<file path="src/rtl/dma_priority_arbiter_if.sv">
// dma_priority_arbiter_if: request/grant and count-write bundle between a DMA client and the arbiter
interface dma_priority_arbiter_if #(parameter int CNT_W = 16) ();
  logic [3:0]       i_dreq;
  logic [3:0]       i_mask;
  logic             i_rot_pri;
  logic             i_hlda;
  logic             i_cnt_wr;
  logic [1:0]       i_cnt_sel;
  logic [CNT_W-1:0] i_cnt_data;
  logic             o_hrq;
  logic [3:0]       o_dack;
  logic [1:0]       o_grant_ch;
  logic             o_xfer_stb;
  logic             o_tc;
  logic [3:0]       o_tc_flag;
  logic             o_busy;
  modport slave (
    input  i_dreq, i_mask, i_rot_pri, i_hlda, i_cnt_wr, i_cnt_sel, i_cnt_data,
    output o_hrq, o_dack, o_grant_ch, o_xfer_stb, o_tc, o_tc_flag, o_busy
  );
  modport master (
    output i_dreq, i_mask, i_rot_pri, i_hlda, i_cnt_wr, i_cnt_sel, i_cnt_data,
    input  o_hrq, o_dack, o_grant_ch, o_xfer_stb, o_tc, o_tc_flag, o_busy
  );
endinterface

</file>
<file path="src/rtl/dma_priority_arbiter.sv">
// dma_priority_arbiter: 4-channel single-transfer DMA arbiter with fixed/rotating priority and terminal counts
module dma_priority_arbiter #(parameter int CNT_W = 16) (
  input logic                 clk,
  input logic                 rst,
  dma_priority_arbiter_if.slave bus
);
  localparam logic [2:0] S_IDLE  = 3'd0;
  localparam logic [2:0] S_HREQ  = 3'd1;
  localparam logic [2:0] S_GRANT = 3'd2;
  localparam logic [2:0] S_XFER  = 3'd3;
  localparam logic [2:0] S_REL   = 3'd4;
  logic [2:0]       r_state, w_next;
  logic [1:0]       r_grant, r_rp, w_base, w_win;
  logic [3:0]       r_tc_flag, w_pend;
  logic [CNT_W-1:0] r_cnt [4];
  logic             w_xfer, w_hit, w_tc;
  assign w_pend = bus.i_dreq & ~bus.i_mask & ~r_tc_flag;
  assign w_base = bus.i_rot_pri ? r_rp : 2'd0;
  assign w_xfer = r_state == S_XFER;
  assign w_hit  = bus.i_cnt_wr && bus.i_cnt_sel == r_grant;
  assign w_tc   = w_xfer && r_cnt[r_grant] == '0 && !w_hit;
  // descending scan so the first pending channel at or after w_base wins
  always_comb begin
    w_win = 2'd0;
    for (int k = 3; k >= 0; k--)
      if (w_pend[w_base + 2'(k)]) w_win = w_base + 2'(k);
  end
  always_comb begin
    w_next = r_state == S_IDLE  ? (|w_pend ? S_HREQ : S_IDLE) :
             r_state == S_HREQ  ? (!bus.i_hlda ? S_HREQ : |w_pend ? S_GRANT : S_REL) :
             r_state == S_GRANT ? (bus.i_hlda ? S_XFER : S_REL) :
             r_state == S_XFER  ? S_REL :
             r_state == S_REL   ? (bus.i_hlda ? S_REL : S_IDLE) : S_IDLE;
  end
  always_ff @(posedge clk or posedge rst) begin
    if (rst) begin
      r_state   <= S_IDLE;
      r_grant   <= 2'd0;
      r_rp      <= 2'd0;
      r_tc_flag <= 4'd0;
      for (int k = 0; k < 4; k++) r_cnt[k] <= '0;
    end else begin
      r_state <= w_next;
      if (r_state == S_HREQ && bus.i_hlda && |w_pend) r_grant <= w_win;
      if (w_xfer) begin
        r_rp <= r_grant + 2'd1;
        if (!w_hit) r_cnt[r_grant] <= r_cnt[r_grant] - 1'b1;
        if (w_tc) r_tc_flag[r_grant] <= 1'b1;
      end
      if (bus.i_cnt_wr) begin
        r_cnt[bus.i_cnt_sel]     <= bus.i_cnt_data;
        r_tc_flag[bus.i_cnt_sel] <= 1'b0;
      end
    end
  end
  assign bus.o_hrq      = r_state == S_HREQ || r_state == S_GRANT || w_xfer;
  assign bus.o_dack     = (r_state == S_GRANT || w_xfer) ? 4'b0001 << r_grant : 4'd0;
  assign bus.o_grant_ch = r_grant;
  assign bus.o_xfer_stb = w_xfer;
  assign bus.o_tc       = w_tc;
  assign bus.o_tc_flag  = r_tc_flag;
  assign bus.o_busy     = r_state != S_IDLE;
endmodule

</file>
<file path="src/flat_wrapper.sv">
// flat-port wrapper written by rule: the top's interface ports become plain ports
module dma_priority_arbiter_flat 
#(parameter int CNT_W = 16)
  (clk, rst, bus_i_dreq, bus_i_mask, bus_i_rot_pri, bus_i_hlda, bus_i_cnt_wr, bus_i_cnt_sel, bus_i_cnt_data, bus_o_hrq, bus_o_dack, bus_o_grant_ch, bus_o_xfer_stb, bus_o_tc, bus_o_tc_flag, bus_o_busy);
  dma_priority_arbiter_if #(.CNT_W(CNT_W)) bus_i ();
  input logic clk;
  input logic rst;
  input wire logic [$bits(bus_i.i_dreq)-1:0] bus_i_dreq;
  input wire logic [$bits(bus_i.i_mask)-1:0] bus_i_mask;
  input wire logic [$bits(bus_i.i_rot_pri)-1:0] bus_i_rot_pri;
  input wire logic [$bits(bus_i.i_hlda)-1:0] bus_i_hlda;
  input wire logic [$bits(bus_i.i_cnt_wr)-1:0] bus_i_cnt_wr;
  input wire logic [$bits(bus_i.i_cnt_sel)-1:0] bus_i_cnt_sel;
  input wire logic [$bits(bus_i.i_cnt_data)-1:0] bus_i_cnt_data;
  output wire logic [$bits(bus_i.o_hrq)-1:0] bus_o_hrq;
  output wire logic [$bits(bus_i.o_dack)-1:0] bus_o_dack;
  output wire logic [$bits(bus_i.o_grant_ch)-1:0] bus_o_grant_ch;
  output wire logic [$bits(bus_i.o_xfer_stb)-1:0] bus_o_xfer_stb;
  output wire logic [$bits(bus_i.o_tc)-1:0] bus_o_tc;
  output wire logic [$bits(bus_i.o_tc_flag)-1:0] bus_o_tc_flag;
  output wire logic [$bits(bus_i.o_busy)-1:0] bus_o_busy;
  assign bus_i.i_dreq = bus_i_dreq;
  assign bus_i.i_mask = bus_i_mask;
  assign bus_i.i_rot_pri = bus_i_rot_pri;
  assign bus_i.i_hlda = bus_i_hlda;
  assign bus_i.i_cnt_wr = bus_i_cnt_wr;
  assign bus_i.i_cnt_sel = bus_i_cnt_sel;
  assign bus_i.i_cnt_data = bus_i_cnt_data;
  assign bus_o_hrq = bus_i.o_hrq;
  assign bus_o_dack = bus_i.o_dack;
  assign bus_o_grant_ch = bus_i.o_grant_ch;
  assign bus_o_xfer_stb = bus_i.o_xfer_stb;
  assign bus_o_tc = bus_i.o_tc;
  assign bus_o_tc_flag = bus_i.o_tc_flag;
  assign bus_o_busy = bus_i.o_busy;
  dma_priority_arbiter #(.CNT_W(CNT_W)) u_core (.clk(clk), .rst(rst), .bus(bus_i));
endmodule
</file>
<file path="config.mk">
export PLATFORM = sky130hd
export DESIGN_NAME = dma_priority_arbiter_flat
export DESIGN_NICKNAME = d
export VERILOG_FILES = /design/src/rtl/dma_priority_arbiter_if.sv /design/src/rtl/dma_priority_arbiter.sv /design/src/flat_wrapper.sv
export SDC_FILE = /design/constraint.sdc
export NUM_CORES = 1
export LEC_CHECK = 0
export ABC_AREA = 0
export CORE_ASPECT_RATIO = 1.4
export CORE_MARGIN = 1
export CORE_UTILIZATION = 38
export DETAILED_ROUTE_END_ITERATION = 10
export GPL_TIMING_DRIVEN = 0
export REMOVE_ABC_BUFFERS = 1
export SETUP_SLACK_MARGIN = 0.15
export SLEW_MARGIN = 10
export SYNTH_ARGS = -nofsm -noshare
export SYNTH_HDL_FRONTEND = slang
export SYNTH_SLANG_ARGS = --single-unit
export TNS_END_PERCENT = 1
</file>
<file path="constraint.sdc">
create_clock -name clk -period 4 [get_ports clk]
set_input_delay 0.6 -clock clk [delete_from_list [all_inputs] [get_ports clk]]
set_output_delay 0.6 -clock clk [all_outputs]
set_load 0.1 [all_outputs]
</file>
==> reports/qor.yml, run 1 <==
yosysWarnings: 0
dp_worst_setup_slack_ns: -0.978
core_um2: 11900
io_buffers: 44
grt_max_degree: 59
p_leak_nw: 2.25
dieHeight_um: 133
yosys-top-cells-area: "dfrtp_1 40%, nand2_1 6.4%, mux4_2 6.3%, o21ai_0 5.7%, nor2_1 5.3%"
rsz0062_at_grt: "false"
post-route-period-util_pct: 95.2
multi_input_area_um2: 2600
clk_pin_slew_ns: 0.06
cts.path.max_buffers: 2
status: "finished, final reports clean"
cp.arrival_ns: 3.21
gp_congestion: 0.779
ant_nets: 0
r2r_slack_ns: 0.81
antenna_found_initial: 0
async_flop_share_pct: 100
yosysUniqueCellTypes: 51
report.power.total_mw: 4.32
htree_levels: 3
startpoint_type: "flop"
setup_ws_ns: 0.193
crit_type: "reg -> out"
power_density_nw_per_um2: 773
hold_viol: 0
skew_ns: 0.00528
crit_path_max_fanout: 5
vias: 4247
drt_pass1_iterations: 6
drive_gt1_share_pct: 11.5
synth_most_common_cell: "nand2_1"
ir_drop_mv: 0.556
diodes: 0
postCtsHoldBufs: 0
stdcell_area_um2: 5590
whs_ns: 0.518
cts_buffers: 9
drtIter0Drc: 341
max_stage_delay_ns: 0.58
synth_seq_cells: 75
die_x_um: 95.4
cts_tree: "done"
rows: 47
grt_pass1_vias: 4189
start_util_pct: 39.1
max-cap-violations: 0
vias_per_cell: 5.96
ios: 45
cp.required_ns: 3.40
period_needed_ns: 3.81
utilization_pct: 47.1
nNetsFinal: 597
hold_path_class: "reg -> reg"
finalSetupTns_ns: 0
synthFlopType: "dfrtp_1"
worst_pin_slew_ns: 1.05
fmax_mhz: 263
crit_path_cell_trace: "buf_4 > mux4_2 > or4_4 > or3_4 > nor3_4 > and3_4 > buf_12"
setup_viol: 0
syn_inst: 525
yosys-top-cells-count: "79 x nand2_1, 75 x dfrtp_1, 66 x nor2_1"
synth-edff-count: 0
synth_area_leader_cell: "dfrtp_1"
syn_to_final_growth_pct: 20.4
fill_cells: 1150
drc_errors: 0
yosys.area.top_type_share_pct: 40.4
grt_usage_pct: 24.3
slew_viol_final: 0
crit_path_end_kind: "output port"
final_cells: 713
synth_area_per_cell_um2: 8.84
overflow: 0
root_buffer: "clkbuf_16"
hpwl_um: 9210
ys_seq_area_share_pct: 40.4
slew_headroom_pct: 28.9
dpl.cell_count: 688
place_area_um2: 5200
grt_pass1_wl_um: 22900
wl_per_cell_um: 20.2
seq_area_um2: 1880
netlist_area_um2: 4640
die-area_um2: 12700
cts_sinks: 75
clk_latency_ns: 0.34
crit_slowest_cell: "mux4_2"
wl_um: 14400
==> where the power goes <==
part           switching, mW  internal (mW)
sequential             0.256           1.06
clock                  0.317          0.494
combinational           1.30          0.883
==> placed cells by master, fill, tap and decap left out, types with 4 or more instances in the layout <==
master | Yosys | layout
nor3_1 | 10 | 10
o21a_1 | 6 | 6
nand3_1 | 17 | 17
nor2b_1 | 5 | 5
inv_1 | 8 | 7
and3_1 | 10 | 9
ha_1 | 5 | 5
xnor2_1 | 12 | 12
a221o_1 | 4 | 4
and2_1 | 6 | 6
o21ai_0 | 53 | 53
o211ai_1 | 15 | 15
nand2_1 | 79 | 79
buf_4 | 0 | 8
a21oi_1 | 21 | 21
mux4_2 | 13 | 14
dfrtp_1 | 75 | 73
a211oi_1 | 8 | 8
o22a_1 | 4 | 4
o21ai_1 | 19 | 19
clkbuf_16 | 0 | 9
clkinv_2 | 0 | 5
nor2_1 | 66 | 64
clkdlybuf4s50_1 | 0 | 43
nor3b_1 | 7 | 6
mux2i_1 | 7 | 7
==> critical path: cells and delay by family (launching register included) <==
kind,cells,cell delay [ns]
AND/OR/NAND/NOR,4,1.46
multiplexers,1,0.58
flip-flops,1,0.45
buffers and inverters,2,0.36
==> timing repair <==
item                       in CTS  in global routing
resized for setup              10                  4
pin swaps                       0                  1
buffers inserted                5                  4
setup endpoints to repair       3                  1
==> worst paths after layout <==
kind,from,endpoint,cells past startpoint
setup reg to reg,u_core.bus.o_grant_ch[0],u_core.r_cnt[41],7
max in group asynchronous,rst,u_core.r_cnt[20],3
hold / removal,u_core.r_cnt[10],u_core.r_cnt[10],2
min in group asynchronous,rst,u_core.r_cnt[28],2
hold reg to reg,u_core.r_cnt[10],u_core.r_cnt[10],2
setup / recovery,u_core.bus.o_grant_ch[0],bus_o_tc,7
==> registers in the layout, indices dropped and copies added (netlist names) <==
name	cells
u_core.r_cnt	64
u_core.bus.o_tc_flag	4
u_core.r_state	3
u_core.bus.o_grant_ch	2
u_core.r_rp	2
==> metal layers <==
metal / global-route usage, % / wire length, um / part of all wire (%)
met5: 0 / 0 / 0
met3: 2.41 / 591 / 4.1
met2: 39.8 / 7270 / 51
met1: 32.4 / 6170 / 43
met4: 9.95 / 348 / 2.4
==> area by class of cell <==
class	count	area share, %
multi-input combinational	410	46.6
inverter	8	0.582
clock buffer	10	4.28
timing repair buffer	57	10.6
sequential	75	33.7
clock inverter	6	0.985
tap	147	3.29
==> logic make-up (layout without fill, tap and decap cells) <==
family                   count (synthesis)  count (layout)  share of synthesized area (%)
AND/OR/NAND/NOR                        220             220                           22.3
multiplexers                            26              26                           10.2
AO/OA/AOI/OAI                          143             143                           18.8
buffers and inverters                   40              81                           3.75
adder cells (fa/ha/maj)                  5               5                           1.35
flip-flops                              75              75                           40.4
XOR/XNOR                                16              16                           3.18
Power figures use the tool's default switching activity.
==> run 2: changes to the inputs <==
--- a/config.mk
+++ b/config.mk
@@ -11,4 +11,5 @@
 export CORE_UTILIZATION = 38
 export DETAILED_ROUTE_END_ITERATION = 10
+export GPL_ROUTABILITY_DRIVEN = 0
 export GPL_TIMING_DRIVEN = 0
 export REMOVE_ABC_BUFFERS = 1
==> constraint.sdc (replaced) <==
create_clock -name clk -period 4 [get_ports clk]
set_input_delay 0.6 -clock clk [delete_from_list [all_inputs] [get_ports clk]]
set_output_delay 0.6 -clock clk [all_outputs]
set_load 0.005 [all_outputs]
==> run 2 against run 1 <==
Compared with the run above:
- critical path depth is the same
- sequential share of layout area about the same
- setup slack improved by 0.12 ns
- die area stayed put
- sequential power is essentially flat
- clock-buffer cell count unchanged
- wire length is 0.74% higher
- via count up 0.80%
- register-to-register slack got worse by 0.10 ns
- global-route usage up 0.15 points
- combinational power is 9.6% lower
- cell area is essentially flat
- critical endpoint unchanged
==> reports/qor.yml, run 2 (synthesis gave the netlist of run 1 again) <==
status: "finished, final reports clean"
cts_sinks: 75
wl_met2_um: 7250
root_buffer: "clkbuf_16"
finalSetupTns_ns: 0
startpoint_type: "flop"
htree_levels: 3
clk_pin_slew_ns: 0.06
fmax_mhz: 272
seq_area_um2: 1880
largest_reg_flops: 64
rows: 47
grt_usage_pct: 24.4
nNetsFinal: 598
clk_latency_ns: 0.35
top_layer_used: "met4"
diodes: 0
cp.required_ns: 3.40
ant_nets: 0
vias: 4281
p_leak_nw: 2.26
drtIter0Drc: 328
final_common_cell: "nand2_1"
die_x_um: 95.4
drc_errors: 0
antenna_found_initial: 0
slew_viol_final: 0
hpwl_um: 9210
drt_pass1_iterations: 5
start_util_pct: 39.1
multi_input_area_um2: 2600
cts_tree: "done"
wl_met1_um: 6140
postCtsHoldBufs: 0
cp.arrival_ns: 3.08
hold_path_class: "reg -> reg"
wl_per_cell_um: 20.3
r2r_slack_ns: 0.71
setup_viol: 0
crit_path_max_fanout: 5
io_buffers: 44
max-cap-violations: 0
ios: 45
wl_met3_um: 772
utilization_pct: 47.0
syn_to_final_growth_pct: 20.3
dpl.cell_count: 688
grt_pass1_vias: 4256
crit_path_end_kind: "output port"
whs_ns: 0.517
final_cell_mix: "79 x nand2_1, 73 x dfrtp_1, 64 x nor2_1"
regMostFlops: "u_core.r_cnt"
wl_um: 14500
overflow: 0
core_um2: 11900
rsz0062_at_grt: "false"
final_cells: 714
skew_ns: 0.00955
die-area_um2: 12700
grt_pass1_wl_um: 23100
cts_buffers: 9
drive_gt1_share_pct: 11.3
crit_type: "reg -> out"
cts.path.max_buffers: 2
period_needed_ns: 3.68
ir_drop_mv: 0.296
power_density_nw_per_um2: 738
grt_max_degree: 59
slew_headroom_pct: 28.6
dieHeight_um: 133
fill_cells: 1153
vias_per_cell: 6.00
worst_pin_slew_ns: 1.07
post-route-period-util_pct: 92.1
hold_viol: 0
## run 2: cell count changes in the layout (fill, tap and decap cells not counted)
cell	change
and3_1	+1
and3_4	-1
buf_12	-1
buf_6	+1
dlygate4sd2_1	+1
## run 2: worst paths after layout
path	startpoint	endpoint	cells after the start
worst max-delay path	u_core.bus.o_grant_ch[0]	bus_o_tc	7
worst min-delay path	u_core.r_cnt[10]	u_core.r_cnt[10]	2
worst max register to register	u_core.bus.o_grant_ch[0]	u_core.r_cnt[41]	8
worst min register to register	u_core.r_cnt[10]	u_core.r_cnt[10]	2
max in group asynchronous	rst	u_core.r_cnt[57]	3
min in group asynchronous	rst	u_core.r_cnt[28]	2
## run 2: timing repair
action	CTS	global route
gates resized for setup	6	0
setup buffers	10	0
setup endpoints to repair	1	0
hold endpoints to repair	0	0
## run 2: where the power goes
group	internal [mW]	switching, mW	leakage (nW)	total [mW]
registers	1.06	0.256	0.916	1.32
clock network	0.494	0.323	0.152	0.817
logic	0.906	1.08	1.19	1.98
total	2.47	1.66	2.26	4.12
## run 2: layer usage
layer  vias up  GRT usage, %
met5         -             0
met4         0          9.29
met3        30          3.28
met2       167          40.2
met1      2126          32.2
li1       1958             -
## run 2: layout make-up
| class | count | area share [%] |
|---|---|---|
| clock buffer | 10 | 4.28 |
| multi-input combinational | 410 | 46.5 |
| inverter | 8 | 0.583 |
| timing repair buffer | 58 | 10.6 |
| sequential | 75 | 33.7 |
| tap | 147 | 3.29 |
| clock inverter | 6 | 0.986 |
## run 2: stage by stage
step                      area, um^2  total power [mW]  setup WS, ns
final                           5580              4.12         0.317
after global routing            5580              4.38         0.202
after CTS                       5580              4.11         0.328
after detailed placement        5200              3.19        -0.344
after global placement          5120              3.14        -0.780
after floorplan                 4500              2.64         0.414
## run 2: critical path, cell delays in order, from the launching register on
cell	delay, ns
dfrtp_4	0.46
buf_6	0.15
mux4_2	0.55
or4_4	0.54
or3_4	0.39
nor3_4	0.22
and3_1	0.20
dlygate4sd2_1	0.23
